$ cat src/rtl/cdb_arbiter.sv
// Result FIFO per source, round-robin onto one registered CDB; result accepted at edge E is broadcast after E+1.
// src_ready comes only from registered FIFO count; the CDB has no backpressure. CDB_PERF_COUNTERS_EN adds perf counters.
module cdb_arbiter #(
    parameter int NUM_SRC    = 8,
    parameter int XLEN       = 32,
    parameter int TAG_W      = $clog2(NUM_SRC),
    parameter int FIFO_DEPTH = 2
) (
    input  logic                    CLOCK_50,
    input  logic                    RSTN_N,
    input  logic [NUM_SRC-1:0]      src_valid,
    input  logic [NUM_SRC*XLEN-1:0] src_data,
    output logic [NUM_SRC-1:0]      src_ready,
    input  logic                    flush,
    output logic                    cdb_valid,
    output logic [TAG_W-1:0]        cdb_tag,
`ifdef CDB_PERF_COUNTERS_EN
    output logic [XLEN-1:0]         cdb_data,
    output logic [31:0]             perf_grants,
    output logic [31:0]             perf_stalls
`else
    output logic [XLEN-1:0]         cdb_data
`endif
);
    localparam int PTR_W = $clog2(FIFO_DEPTH);
    localparam int CNT_W = PTR_W + 1;

    logic [XLEN-1:0]  mem_q    [NUM_SRC][FIFO_DEPTH];
    logic [PTR_W-1:0] wr_ptr_q [NUM_SRC];
    logic [PTR_W-1:0] rd_ptr_q [NUM_SRC];
    logic [CNT_W-1:0] cnt_q    [NUM_SRC];
    logic [TAG_W-1:0] rr_ptr_q;
    logic             cdb_valid_q;
    logic [TAG_W-1:0] cdb_tag_q;
    logic [XLEN-1:0]  cdb_data_q;

    logic [NUM_SRC-1:0] push;
    logic [NUM_SRC-1:0] pop;
    logic               grant_vld;
    logic [TAG_W-1:0]   grant_idx;
    logic [TAG_W-1:0]   idx;
    logic [XLEN-1:0]    head_dat;

    // Slot 0 is the reserved "no producer" tag: never ready, so its FIFO stays empty.
    always_comb begin
        src_ready[0] = 1'b0;
        for (int k = 1; k < NUM_SRC; k++) begin
            src_ready[k] = (cnt_q[k] != CNT_W'(FIFO_DEPTH));
        end
        push = src_valid & src_ready & {NUM_SRC{~flush}};
    end

    // Search starts just after the last winner and ends on it, so a lone busy source keeps winning.
    always_comb begin
        grant_vld = 1'b0;
        grant_idx = '0;
        idx       = '0;
        for (int i = 1; i <= NUM_SRC; i++) begin
            idx = rr_ptr_q + TAG_W'(i);
            if (!grant_vld && (idx != '0) && (cnt_q[idx] != '0)) begin
                grant_vld = 1'b1;
                grant_idx = idx;
            end
        end
        head_dat = mem_q[grant_idx][rd_ptr_q[grant_idx]];
        pop = '0;
        if (grant_vld && !flush) begin
            pop[grant_idx] = 1'b1;
        end
    end

    always_ff @(posedge CLOCK_50) begin
        for (int k = 0; k < NUM_SRC; k++) begin
            if (push[k]) begin
                mem_q[k][wr_ptr_q[k]] <= src_data[k*XLEN +: XLEN];
            end
        end
    end

    always_ff @(posedge CLOCK_50 or negedge RSTN_N) begin
        if (!RSTN_N) begin
            for (int k = 0; k < NUM_SRC; k++) begin
                wr_ptr_q[k] <= '0;
                rd_ptr_q[k] <= '0;
                cnt_q[k]    <= '0;
            end
            rr_ptr_q    <= '0;
            cdb_valid_q <= 1'b0;
            cdb_tag_q   <= '0;
            cdb_data_q  <= '0;
        end else if (flush) begin
            for (int k = 0; k < NUM_SRC; k++) begin
                wr_ptr_q[k] <= '0;
                rd_ptr_q[k] <= '0;
                cnt_q[k]    <= '0;
            end
            cdb_valid_q <= 1'b0;
            cdb_tag_q   <= '0;
            cdb_data_q  <= '0;
        end else begin
            for (int k = 0; k < NUM_SRC; k++) begin
                if (push[k]) wr_ptr_q[k] <= wr_ptr_q[k] + PTR_W'(1);
                if (pop[k])  rd_ptr_q[k] <= rd_ptr_q[k] + PTR_W'(1);
                if (push[k] && !pop[k]) begin
                    cnt_q[k] <= cnt_q[k] + CNT_W'(1);
                end else if (!push[k] && pop[k]) begin
                    cnt_q[k] <= cnt_q[k] - CNT_W'(1);
                end
            end
            cdb_valid_q <= grant_vld;
            cdb_tag_q   <= grant_vld ? grant_idx : '0;
            cdb_data_q  <= grant_vld ? head_dat : '0;
            if (grant_vld) begin
                rr_ptr_q <= grant_idx;
            end
        end
    end

    assign cdb_valid = cdb_valid_q;
    assign cdb_tag   = cdb_tag_q;
    assign cdb_data  = cdb_data_q;

`ifdef CDB_PERF_COUNTERS_EN
    logic [31:0] perf_grants_q;
    logic [31:0] perf_stalls_q;
    logic        stall;

    assign stall = |(src_valid[NUM_SRC-1:1] & ~src_ready[NUM_SRC-1:1]);

    // Counters only saturate; flush deliberately leaves them alone.
    always_ff @(posedge CLOCK_50 or negedge RSTN_N) begin
        if (!RSTN_N) begin
            perf_grants_q <= '0;
            perf_stalls_q <= '0;
        end else begin
            if (cdb_valid_q && (perf_grants_q != '1)) perf_grants_q <= perf_grants_q + 32'd1;
            if (stall && (perf_stalls_q != '1))       perf_stalls_q <= perf_stalls_q + 32'd1;
        end
    end

    assign perf_grants = perf_grants_q;
    assign perf_stalls = perf_stalls_q;
`endif
endmodule

$ cat config.mk
export PLATFORM = sky130hd
export DESIGN_NAME = cdb_arbiter
export DESIGN_NICKNAME = d
export VERILOG_FILES = /design/src/rtl/cdb_arbiter.sv
export SDC_FILE = /design/constraint.sdc
export NUM_CORES = 1
export LEC_CHECK = 0
export BUFFER_PORTS_ARGS = -buffer_cell sky130_fd_sc_hd__buf_4
export CAP_MARGIN = 0
export CELL_PAD_IN_SITES_DETAIL_PLACEMENT = 0
export CELL_PAD_IN_SITES_GLOBAL_PLACEMENT = 1
export CORE_UTILIZATION = 50
export CTS_CLUSTER_DIAMETER = 100
export DETAILED_ROUTE_END_ITERATION = 12
export PLACE_DENSITY = 0.81
export RECOVER_POWER = 25
export SLEW_MARGIN = 25
export SYNTH_ARGS = -nofsm -noshare
export SYNTH_HDL_FRONTEND = slang
export SYNTH_SLANG_ARGS = --single-unit
$ cat constraint.sdc
create_clock -name CLOCK_50 -period 7.97 [get_ports CLOCK_50]
set_input_delay 1.594 -clock CLOCK_50 [delete_from_list [all_inputs] [get_ports CLOCK_50]]
set_output_delay 1.594 -clock CLOCK_50 [all_outputs]
set_load 0.005 [all_outputs]
==> Word level (Yosys, flattened, before mapping) <==
Memories as Yosys holds them, arrays and structs flattened.
Index checks and enable logic that the tools add are counted.
{ "totals": {"regBits": 71, "wordCells": 355, "mem_count": 1, "out_inout_bits": 44, "input_bits": 267, "ram_bits": 512} }
{ "op_classes": {"n_addsub": 39, "eq_ne": 7, "reduce_logical": 107, "mux": 124, "n_bitwise": 21, "n_lt_le_gt_ge": 28} }
{ "mem_list": {"columns": ["memory", "depth", "width", "read_ports", "rd_ports_with_merged_regs", "wr", "line", "rtl"], "rows": [
  ["mem_q", 8, 64, 1, 0, 7, "28", "logic [XLEN-1:0] mem_q [NUM_SRC][FIFO_DEPTH];"]
]} }
{ "op_table": {"columns": ["cell", "count"], "rows": [
  ["$mux 64", 10],
  ["$mux 32", 13],
  ["$demux 32 s1", 8],
  ["$mux 2", 32],
  ["$reduce_or 64->1", 1],
  ["$bmux 2 s3", 8],
  ["$reduce_bool 2->1", 24],
  ["$reduce_bool 3->1", 16],
  ["$logic_and 1x1->1", 41],
  ["$ge 4x4->1 const B", 9],
  ["$mux 1", 36],
  ["$not 3->4", 9],
  ["$mux 3", 11],
  ["$logic_not 1->1", 24],
  ["$mux 8", 3],
  ["$ge 2x2->1 const B", 9],
  ["$not 1->2", 9],
  ["$add 1x1->1 const B", 16],
  ["$add 2x1->2 const B", 8],
  ["$and 8x8->8", 2],
  ["$lt 2x1->1 const B", 8],
  ["$mux 16", 1],
  ["$sub 2x1->2 const B", 8],
  ["$ne 2x2->1 const B", 7],
  ["other kinds (9)", 13]
]} }

==> Depth between registers and ports, before layout <==
{ "depth": {"word_depth": 46, "depth_mapped": 19, "mapped_depth_nobuf": 13} }

==> Worst setup path after synthesis <==
No wires, ideal clock.
{ "synth_path": {"path_type": "input to register", "start": "input port flush", "end": "memory mem_q[1][0] (netlist bit) (enable)", "required_time_ps": 7502, "setup_time_ps": 468, "path_buffers": 2, "setup_slack_ps": 3113, "path_stages": 3, "arrival_time_ps": 4389, "cell_sequence": "clkbuf_1 -> clkbuf_1 -> nor3b_1"} }
{ "synth_rtl": {"columns": ["item", "line", "rtl"], "rows": [
  ["start: declaration", "14", "input logic flush,"],
  ["end: declaration", "28", null]
]} }

==> Worst setup path in the final report <==
{ "layout_path": {"start": "register rr_ptr_q[0]", "end": "register cdb_data_q[28], in the netlist cdb_data[28]"} }
{ "layout_via": {"elab_chain_len": 46, "elab_cells_between_ends": 104, "classes_between": "add/sub: 7; mux: 48; bitwise: 10; reduce/logical: 38; memory: 1"} }
{ "layout_rtl": {"columns": ["item", "line", "rtl"], "rows": [
  ["start: declaration", "32", "logic [TAG_W-1:0] rr_ptr_q;"],
  ["start signal: assignment", "114", "rr_ptr_q <= grant_idx;"],
  ["$add 3x1->3", "59", "idx = rr_ptr_q + TAG_W'(i);"],
  ["$not 3->4 (implied by the code)", "60", "if (!grant_vld && (idx != '0) && (cnt_q[idx] != '0)) begin"],
  ["$bmux 2 s3", "60", null],
  ["$mux 2 (implied by the code) (2 in series)", "60", null],
  ["$reduce_bool 2->1", "60", null],
  ["$logic_and 1x1->1", "60", null],
  ["$mux 1", "60", null],
  ["$logic_not 1->1", "60", null],
  ["[26 not listed]", null, null],
  ["$mux 3", "60", null],
  ["$not 3->4 (implied by the code)", "65", "head_dat = mem_q[grant_idx][rd_ptr_q[grant_idx]];"],
  ["$bmux 1 s3", "65", null],
  ["$mux 1 (implied by the code) (2 in series)", "65", null],
  ["$not 1->2 (implied by the code)", "65", null],
  ["$mux 32 (implied by the code) (3 in series)", "65", null],
  ["$mux 32 (*)", "112", "cdb_data_q <= grant_vld ? head_dat : '0;"],
  ["$mux 32 (*)", "91", "end else if (flush) begin"],
  ["end signal: assignment", "112", null],
  ["end: declaration", "35", "logic [XLEN-1:0] cdb_data_q;"]
]} }
Mark *: on every way between the ends. The rest lies on a longest branch, timed or not. The select of a mux whose other input is x is not followed.
A chain may end at the register's enable or synchronous reset.

==> results.cfg <==
[route]
vias = 17080
drcViolationCount = 0
drt_wl_total_mm = 72.6
viasPerCell = 6.38
antenna_left = 0
drt-initial-drc-count = 1843
first_pass_iters = 5
wl_per_cell_um = 27.1

[layout]
syn2layout_area_growth_pct = 17.4
nNetsFinal = 2304
drive_above_1_share_pct = 18.3
n_fill_cell = 3654
final_common_cell = edfxtp_1
layout_common_cells = edfxtp_1, buf_4, nor2_1, a21oi_1, a311oi_1
finalNonFillerCells = 2678

[clocking]
clock_latency_ps = 620
cts_resized = 0
post_cts_buffers = 0
cts.sinks = 518
cts_root_buf = clkbuf_16
cts_buffer_depth = 3
postCtsHoldBufs = 0
cts_made_buffers = 54
cts_max_level = 2
cts_tree = built
path_clk_slew_ps = 70

[placed_design]
io_buffers = 276
place_congestion = 0.924
hpwl_mm = 46.8
placed_cells_incl_taps = 2574

[timing]
relSlewSlack_pct = 35.7
tns_ps = 0
maxSlewViolCount = 0
skew_ps = 13.5
hold_viol_final = 0
holdWs_ps = 500
fin_crit_ps = 6270
worst_slew_pin_slew_ps = 939
setup_viol = 0
fin_crit_sh_pct = 78.7
fmax_mhz = 159
rsz0062_at_grt = no

[setup_path]
setup.worst_path.start_class = flop
cp.required_ps = 8510
endpoint_kind = flop
arrival_ps = 6810
crit_fanout = 69
r2r_slack_ps = 1700
path_class = flop to flop

[floorplan]
die_area_um2 = 47700
pin_count = 311
fp.dieW_um = 219
die_h_um = 219
coreArea_um2 = 45800
row_count = 78
initial_core_util_pct = 51.2

[global_routing]
grt_pass1_wl_mm = 107
grt_start_max_net_pins = 105
grt_pass1_vias = 16728
antenna_found_initial = 5
grt.overflow.total = 0
grtUsageTotal_pct = 30.5

[synthesis]
ys_ff_latch = 518
synthesis.area_um2 = 23400
synth-async-reset-ratio_pct = 13.5
yosys_warnings = 0
yosysSeqAreaShare_pct = 64.9
synthFlopType = edfxtp_1
synth_edf_count = 448
synth_nets = 2097
postSynthCellCount = 1823
syn_area_per_cell_um2 = 12.9
synth_cell_type_count = 75

[job]
maxCapViolCount = 0

[status]
status = complete, no violations

[hold_path]
worstHoldPathType = flop to flop
## kinds of logic (layout without fill, tap and decap cells)
| family | count (synthesis) | in the layout | synth area share [%] |
|---|---|---|---|
| xor gates and xnor gates | 33 | 33 | 1.23 |
| AOI/OAI and AO/OA | 475 | 475 | 15.1 |
| muxes | 70 | 70 | 3.11 |
| and+or+nand+nor | 535 | 535 | 11.7 |
| other | 1 | 4 | 0.0160 |
| adders and majority gates | 7 | 7 | 0.374 |
| buffers and inverters | 184 | 436 | 3.56 |
| DFF | 518 | 518 | 64.9 |
## flip-flops by register name, indices dropped and copies added (netlist names)
register,flops
cdb_data,32
cdb_tag,3
cdb_valid,1
cnt_q,16
mem_q,448
rd_ptr_q,8
rr_ptr_q,3
wr_ptr_q,7
## per-layer routing
| layer | part of all wire, % | routed length (µm) | global-route usage (%) | up-vias |
|---|---|---|---|---|
| met2 | 49 | 35700 | 50.2 | 889 |
| met3 | 7.8 | 5690 | 5.01 | 154 |
| met5 | 0.040 | 29 | 0 | - |
| met4 | 4.6 | 3340 | 13.4 | 4 |
| met1 | 38 | 27800 | 40.0 | 8440 |
| li1 | - | - | - | 7593 |
## layout make-up
class                           instances  area [µm²]  share of cell area, %
Timing Repair Buffer                  323        2310                   8.38
Inverter                               12        45.0                  0.164
Clock buffer                           77        1460                   5.30
Multi-Input combinational cell       1121        7530                   27.4
Tap cell                              600         751                   2.73
Sequential cell                       518       15200                   55.3
Clock inverter                         24         218                  0.791
Antenna cell                            3        7.51                 0.0273
## cell usage after synthesis (14+ instances only)
master     count  area [µm²]
nand3_1       68         340
and3_1        66         413
a21oi_1      102         510
clkbuf_1     117         439
o21ai_0       63         315
mux2i_1       66         661
xnor2_1       14         123
a311oi_1      97         850
buf_2         34         170
nor3_1        87         435
xor2_1        19         166
a2111oi_0     32         280
o211ai_1      34         255
edfxtp_1     448       13500
nor2_1       107         402
nor2b_1       64         400
o221a_1       30         338
dfrtp_1       70        1750
o32ai_1       34         298
nand2_1       82         308
o21ai_1       16        80.1
## path summary, 6_finish.rpt
kind / start / to / cells after the start
max: rr_ptr_q[0] / cdb_data[28] / 13
min: rd_ptr_q[1] / rd_ptr_q[1] / 1
max reg2reg: rr_ptr_q[0] / cdb_data[28] / 13
min reg2reg: rd_ptr_q[1] / rd_ptr_q[1] / 1
max in group asynchronous: RSTN_N / cdb_data[22] / 1
min in group asynchronous: RSTN_N / wr_ptr_q[6] / 1
## worst max-delay path: stages, from the launching register on
cell	delay, ps
dfrtp_1	920
inv_1	150
buf_4	410
ha_1	370
nor4_1	650
o32ai_1	320
o211a_1	280
o31ai_1	580
a21o_2	620
nand2_2	640
buf_12	400
a311oi_1	440
o211ai_1	170
a21oi_1	140
## stage by stage
stage / instance area [µm²] / setup slack (ps) / util (%)
floorplan: 23400 / 3110 / -
global placement: 26000 / 1880 / 56.9
detailed placement: 26000 / 1800 / 56.9
CTS: 27700 / 1770 / 60.6
global route: 27500 / 1370 / 60.1
finish: 27500 / 1700 / 60.1
Power is left out: the tool's default activity adds up to more than one toggle a clock period on the data nets, which glitch-free logic cannot reach.
